File: src/rtl/mips_mc_control.sv
// Multicycle MIPS control FSM: sequences fetch/decode/execute/memory/write-back
// and drives every datapath mux, enable, memory strobe and the ALU select/c_in code.
module mips_mc_control (
  input  logic       clk,
  input  logic       rst,
  input  logic [5:0] opcode,
  input  logic [5:0] funct,
  input  logic       zero,
  input  logic       mem_ready,
  output logic       pc_en,
  output logic       i_or_d,
  output logic       mem_read,
  output logic       mem_write,
  output logic       ir_write,
  output logic       reg_dst,
  output logic       mem_to_reg,
  output logic       reg_write,
  output logic       alu_src_a,
  output logic [1:0] alu_src_b,
  output logic       imm_zext,
  output logic [1:0] pc_src,
  output logic [4:0] alu_select,
  output logic       alu_cin,
  output logic       illegal_op,
  output logic [3:0] state
);

  localparam logic [3:0] S_RESET  = 4'd0;
  localparam logic [3:0] S_FETCH  = 4'd1;
  localparam logic [3:0] S_DECODE = 4'd2;
  localparam logic [3:0] S_MEMADR = 4'd3;
  localparam logic [3:0] S_MEMRD  = 4'd4;
  localparam logic [3:0] S_MEMWB  = 4'd5;
  localparam logic [3:0] S_MEMWR  = 4'd6;
  localparam logic [3:0] S_EXEC   = 4'd7;
  localparam logic [3:0] S_ALUWB  = 4'd8;
  localparam logic [3:0] S_BRANCH = 4'd9;
  localparam logic [3:0] S_IEXEC  = 4'd10;
  localparam logic [3:0] S_IWB    = 4'd11;
  localparam logic [3:0] S_JUMP   = 4'd12;
  localparam logic [3:0] S_TRAP   = 4'd13;

  localparam logic [5:0] OP_RTYPE = 6'b000000;
  localparam logic [5:0] OP_LW    = 6'b100011;
  localparam logic [5:0] OP_SW    = 6'b101011;
  localparam logic [5:0] OP_BEQ   = 6'b000100;
  localparam logic [5:0] OP_BNE   = 6'b000101;
  localparam logic [5:0] OP_ADDI  = 6'b001000;
  localparam logic [5:0] OP_ANDI  = 6'b001100;
  localparam logic [5:0] OP_ORI   = 6'b001101;
  localparam logic [5:0] OP_J     = 6'b000010;

  // {select, c_in} pairs understood by the ALU
  localparam logic [5:0] ALU_PASS_A = 6'b00000_0;
  localparam logic [5:0] ALU_ADD    = 6'b00001_0;
  localparam logic [5:0] ALU_SUB    = 6'b00010_1;
  localparam logic [5:0] ALU_AND    = 6'b00100_0;
  localparam logic [5:0] ALU_OR     = 6'b00101_0;
  localparam logic [5:0] ALU_XOR    = 6'b00110_0;
  localparam logic [5:0] ALU_NOR    = 6'b00101_1;

  logic [3:0] state_q, state_d;
  logic [5:0] alu_code;

  always_ff @(posedge clk or posedge rst) begin
    if (rst) state_q <= S_RESET;
    else     state_q <= state_d;
  end

  assign state = state_q;
  assign {alu_select, alu_cin} = alu_code;

  always_comb begin
    state_d    = state_q;
    pc_en      = 1'b0;
    i_or_d     = 1'b0;
    mem_read   = 1'b0;
    mem_write  = 1'b0;
    ir_write   = 1'b0;
    reg_dst    = 1'b0;
    mem_to_reg = 1'b0;
    reg_write  = 1'b0;
    alu_src_a  = 1'b0;
    alu_src_b  = 2'b00;
    imm_zext   = 1'b0;
    pc_src     = 2'b00;
    illegal_op = 1'b0;
    alu_code   = ALU_PASS_A;
    case (state_q)
      S_RESET: state_d = S_FETCH;
      S_FETCH: begin
        mem_read  = 1'b1;
        alu_src_b = 2'b01;
        alu_code  = ALU_ADD;
        if (mem_ready) begin
          ir_write = 1'b1;
          pc_en    = 1'b1;
          state_d  = S_DECODE;
        end
      end
      S_DECODE: begin
        alu_src_b = 2'b11;
        alu_code  = ALU_ADD;
        case (opcode)
          OP_LW, OP_SW:             state_d = S_MEMADR;
          OP_RTYPE:                 state_d = (funct[5:3] == 3'b100) ? S_EXEC : S_TRAP;
          OP_BEQ, OP_BNE:           state_d = S_BRANCH;
          OP_ADDI, OP_ANDI, OP_ORI: state_d = S_IEXEC;
          OP_J:                     state_d = S_JUMP;
          default:                  state_d = S_TRAP;
        endcase
      end
      S_MEMADR: begin
        alu_src_a = 1'b1;
        alu_src_b = 2'b10;
        alu_code  = ALU_ADD;
        state_d   = (opcode == OP_LW) ? S_MEMRD : S_MEMWR;
      end
      S_MEMRD: begin
        i_or_d   = 1'b1;
        mem_read = 1'b1;
        if (mem_ready) state_d = S_MEMWB;
      end
      S_MEMWB: begin
        mem_to_reg = 1'b1;
        reg_write  = 1'b1;
        state_d    = S_FETCH;
      end
      S_MEMWR: begin
        i_or_d    = 1'b1;
        mem_write = 1'b1;
        if (mem_ready) state_d = S_FETCH;
      end
      S_EXEC: begin
        alu_src_a = 1'b1;
        state_d   = S_ALUWB;
        case (funct)
          6'h20, 6'h21: alu_code = ALU_ADD;
          6'h22, 6'h23: alu_code = ALU_SUB;
          6'h24:        alu_code = ALU_AND;
          6'h25:        alu_code = ALU_OR;
          6'h26:        alu_code = ALU_XOR;
          6'h27:        alu_code = ALU_NOR;
          default:      alu_code = ALU_PASS_A;
        endcase
      end
      S_ALUWB: begin
        reg_dst   = 1'b1;
        reg_write = 1'b1;
        state_d   = S_FETCH;
      end
      S_BRANCH: begin
        // opcode bit 0 separates bne from beq
        alu_src_a = 1'b1;
        alu_code  = ALU_SUB;
        pc_src    = 2'b01;
        pc_en     = opcode[0] ? ~zero : zero;
        state_d   = S_FETCH;
      end
      S_IEXEC: begin
        alu_src_a = 1'b1;
        alu_src_b = 2'b10;
        state_d   = S_IWB;
        case (opcode)
          OP_ANDI: begin alu_code = ALU_AND; imm_zext = 1'b1; end
          OP_ORI:  begin alu_code = ALU_OR;  imm_zext = 1'b1; end
          default: alu_code = ALU_ADD;
        endcase
      end
      S_IWB: begin
        reg_write = 1'b1;
        state_d   = S_FETCH;
      end
      S_JUMP: begin
        pc_src  = 2'b10;
        pc_en   = 1'b1;
        state_d = S_FETCH;
      end
      S_TRAP: begin
        illegal_op = 1'b1;
        state_d    = S_FETCH;
      end
      default: state_d = S_RESET;
    endcase
  end

endmodule

File: config.mk
export PLATFORM = sky130hd
export DESIGN_NAME = mips_mc_control
export DESIGN_NICKNAME = d
export VERILOG_FILES = /design/src/rtl/mips_mc_control.sv
export SDC_FILE = /design/constraint.sdc
export NUM_CORES = 1
export LEC_CHECK = 0
export BUFFER_PORTS_ARGS = -buffer_cell sky130_fd_sc_hd__buf_2
export CORE_UTILIZATION = 44
export CTS_CLUSTER_DIAMETER = 100
export DETAILED_ROUTE_END_ITERATION = 6
export PLACE_DENSITY = 0.86
export SLEW_MARGIN = 30
export SYNTH_ARGS = -nofsm -noshare
export SYNTH_HDL_FRONTEND = slang
export SYNTH_SLANG_ARGS = --single-unit
File: constraint.sdc
create_clock -name clk -period 3.62 [get_ports clk]
set_input_delay 0.362 -clock clk [delete_from_list [all_inputs] [get_ports clk]]
set_output_delay 0.362 -clock clk [all_outputs]
set_load 0.005 [all_outputs]
-- Word level (Yosys, flattened, before mapping)
Index checks and enable logic that the tools add are counted.
- flip-flop bits (word level): 4
- bits in latches: 0
- RAM bits: 0
- ROM bits: 0
- input port bits: 16
- logic and storage cells: 77
- memories: 0
- add/sub/neg operators: 0
- multiply operators: 0
- div/mod/pow operators: 0
- magnitude comparators: 0
- equal/unequal tests: 33
- shift operators: 0
- muxes and demuxes: 26
- bitwise operators: 1
- reductions and logical operators: 16
- operator list (cell ; count):
    == test 6 bit, second input constant ; 10
    case mux 4 bit (8 select lines) ; 1
    == test 4 bit, second input constant ; 6
    case mux 4 bit (6 select lines) ; 1
    case mux 4 bit (5 select lines) ; 1
    == test 6 x 4 -> 1 bit, second input constant ; 3
    == test 4 x 3 -> 1 bit, second input constant ; 4
    two-way mux 4 bit ; 4
    case mux 4 bit (4 select lines) ; 1
    OR reduction 2 bit ; 8
    two-way mux 1 bit ; 13
    == test 6 x 3 -> 1 bit, second input constant ; 2
    OR reduction 3 bit ; 3
    == test 4 x 2 -> 1 bit, second input constant ; 2
    case mux 4 bit (2 select lines) ; 1
    OR reduction 7 bit ; 1
    == test 6 x 2 -> 1 bit, second input constant ; 1
    zero test 6 bit ; 1
    != test 2 bit, second input constant ; 3
    case mux 2 bit (3 select lines) ; 1
    == test 4 x 1 -> 1 bit, second input constant ; 1
    zero test 4 bit ; 1
    case mux 2 bit (2 select lines) ; 1
    OR reduction 4 bit ; 1
    other kinds (5) ; 5

-- Longest topological paths before layout
- word-level depth: 4
- depth in mapped cells: 5
- gate-level depth less buffers: 4

-- Worst setup path before layout
Ideal clock, no wire load.
- path type: in2out
- start: input funct[3]
- end: output alu_cin
- data arrival time: 1.196 ns
- data required time: 3.258 ns
- slack: 2.062 ns
- stages on the path: 3
- path buffers: 0
- cells stage by stage: or3b_1 > nor3_2 > a31o_2
- word-level cells in the longest chain between the ends: 4
- RTL lines (what ; line ; source):
    start, declared ; 7 ; input logic [5:0] funct,
    == test 6 bit ; 137 ; case (funct)
    OR reduction 2 bit ; 137 ;
    case mux 4 bit (6 select lines) (*) ; 137 ;
    case mux 4 bit (4 select lines) (*) ; 89 ; case (state_q)
    end, declared ; 23 ; output logic alu_cin,
Mark *: on every way between the ends. The rest lies on a longest branch, timed or not.

-- Worst setup path in the final report
- start: register state_q[0], in the netlist state[0]
- end: output alu_select[1]
- word-level cells in the longest chain between the ends: 3
- RTL lines (what ; line ; source):
    start, declared ; 62 ; logic [3:0] state_q, state_d;
    start signal, assigned ; 67 ; else state_q <= state_d;
    == test 4 x 2 -> 1 bit / == test 4 x 1 -> 1 bit (equally long branches) ; 89 ;
    OR reduction 3 bit (no line) ; - ;
    case mux 4 bit (4 select lines) (*) ; 89 ;
    end, declared ; 22 ; output logic [4:0] alu_select,
Marked as above.

==> flow_summary.ini <==
[worst_hold_path]
min_path_cells = 3
worstHoldStart = mem_ready
min-delay-path-class = in -> reg

[drt]
wl_per_cell_um = 12.7
num_vias = 817
drt_wl_total_mm = 1.75
dr.pass1.iters = 4
routed_via_density = 5.92
ant_nets = 0
drt_iter0_drc = 29
drc = 0

[worst_setup_path]
cp-startpoint = state[0]$_DFFE_PP0P_
cp.required_ns = 3.26
r2r_start = state[0]$_DFFE_PP0P_
cp.arrival_ns = 1.79
criticalPathCategory = reg -> out
end_kind = output pin
cp-start-kind = flip-flop
cp_max_fo = 19
rr_worst_depth = 3

[placement]
port-buffer-count = 38
hpwl_mm = 1.34
place_congestion = 0.795

[grt]
grt_first_pass_wirelength_mm = 2.42
grt_pass1_vias = 573
grt_usage = 0.218
antenna_found_initial = 0
grt_max_degree = 20
grt.overflow.total = 0

[yosys]
yosysSeqAreaShare = 0.156
ys.flop_type = dfrtp_1
synth_top_cell_by_area = dfrtp_1
synth_edf_count = 0
avgSynthCellArea_um2 = 7.36
synth_area_um2 = 641
post_synth_num_cell_types = 41
yosys_warnings = 0
async_reset_ff_frac = 1.00
synth_area_leaders = dfrtp_1, nor3_1, buf_4
syn_inst = 87
synth_top_cell_area_share = 0.156
synth.ff_latch_count = 4

[timing]
rsz0062_at_grt = no
skew_ns = 0.00374
timing.fmax_ghz = 0.465
worst_slew_pin_slew_ns = 0.560
finalHoldViolCount = 0
finalSetupViolCount = 0
tns_ns = 0
slew_headroom = 0.627
slew_viol_final = 0
final.period_utilization = 0.594
min_period_ns = 2.15

[floorplanning]
die_h_um = 40.2
start_util = 0.480
fp-row-count = 13
ios = 41
die_area_mm2 = 0.00161
dieWidth_um = 40.2
fp.coreArea_mm2 = 0.00133

[clock_network]
cts_htree_levels = 1
clk_latency_ns = 0.24
post-cts-setup-buffer-count = 0
cts.sinks = 4
clockBufferDepth = 2
cts_root_buffer = clkbuf_4
path_clk_slew_ns = 0.04
cts-resized-gates = 0
cts-hold-fix-buffers = 1
cts_buffers = 3
cts_tree = yes

[final_layout]
nNetsFinal = 141
multi_input_area_um2 = 467
area_growth_pct = 30.9
drive_gt1_frac = 0.407
regArea_um2 = 100
n_fill_cell = 128
diodes = 0
largest_register_ffs = 4

[power]
power.total_uw = 534
power.density_mw_per_mm2 = 637
peakVddDrop_v = 0.000325
power.leakage_nw = 0.426

[outcome]
outcome = completed

[job]
maxCapViolCount = 0
## through the flow
stage          area, um^2  cells  hold slack [ns]  setup WS (ns)  utilization
6_report              838    138            0.471           1.47        0.629
5_1_grt               838    138            0.523           1.33        0.629
4_1_cts               838    138            0.463           1.49        0.629
2_1_floorplan         644     88            0.128           2.06            -
3_5_place_dp          806    134            0.247           1.75        0.604
3_3_place_gp          806    134            0.239           1.77        0.604
## cell families after synthesis
group | synth area share
simple gates | 0.346
compound gates | 0.330
buf+inv | 0.121
flops | 0.156
xor+xnor | 0.0410
other cells | 0.00585
## worst paths after layout
kind	to	slack, ns
worst min register to register	state[3]$_DFFE_PP0P_	0.85
worst min-delay path	state[0]$_DFFE_PP0P_	0.47
max in group asynchronous	state[3]$_DFFE_PP0P_	2.93
worst max-delay path	alu_select[1]	1.47
worst max register to register	state[1]$_DFFE_PP0P_	2.00
min in group asynchronous	state[0]$_DFFE_PP0P_	0.54
## cells in the final DEF, fill, tap and decap left out, drive strengths merged, types with 2 or more instances in the layout
cell and n:
nand3 2, xnor2 2, o21ai 5, nor4 2, nor2 6, nand2 6, nor3 9, inv 8
dfrtp 4, nor2b 3, a211o 2, conb 2, clkbuf 3, buf 38, a31o 4, nor4b 2
nand2b 3, a21oi 4
## cells in the mapped netlist, types with 2 or more instances
cell and instances:
a21oi_1 4, a31o_2 3, buf_2 2, buf_4 5, dfrtp_1 4, inv_1 7
nand2_1 6, nand2b_1 3, nand3_1 2, nor2_1 5, nor2b_1 3, nor3_1 8
nor4_1 2, o21ai_0 5, xnor2_1 2
## critical path: stages, from the launching register on
cell and delay [ns]:
dfrtp_1 0.69, nand2_1 0.23, nor3_2 0.33, a31o_2 0.20, buf_2 0.10
## per-layer routing
metal	up-vias	track usage	wire (um)
met2	44	0.359	864
li1	397	-	-
met5	-	0	0
met1	374	0.276	752
met4	0	0.112	16
met3	2	0.0222	120
## power by group
group | internal [mW] | switching (mW) | total [mW]
clock | 0.0371 | 0.0187 | 0.0559
sequential | 0.0633 | 0.0863 | 0.150
combinational | 0.171 | 0.157 | 0.329
## final cells by class
type	instances	share of cell area
clock buffers	3	0.0269
inverters	8	0.0358
multi-input cells	69	0.557
flip-flops and latches	4	0.119
well taps	15	0.0224
repair buffers	39	0.239
No activity file was read; power rests on OpenSTA's default activity.
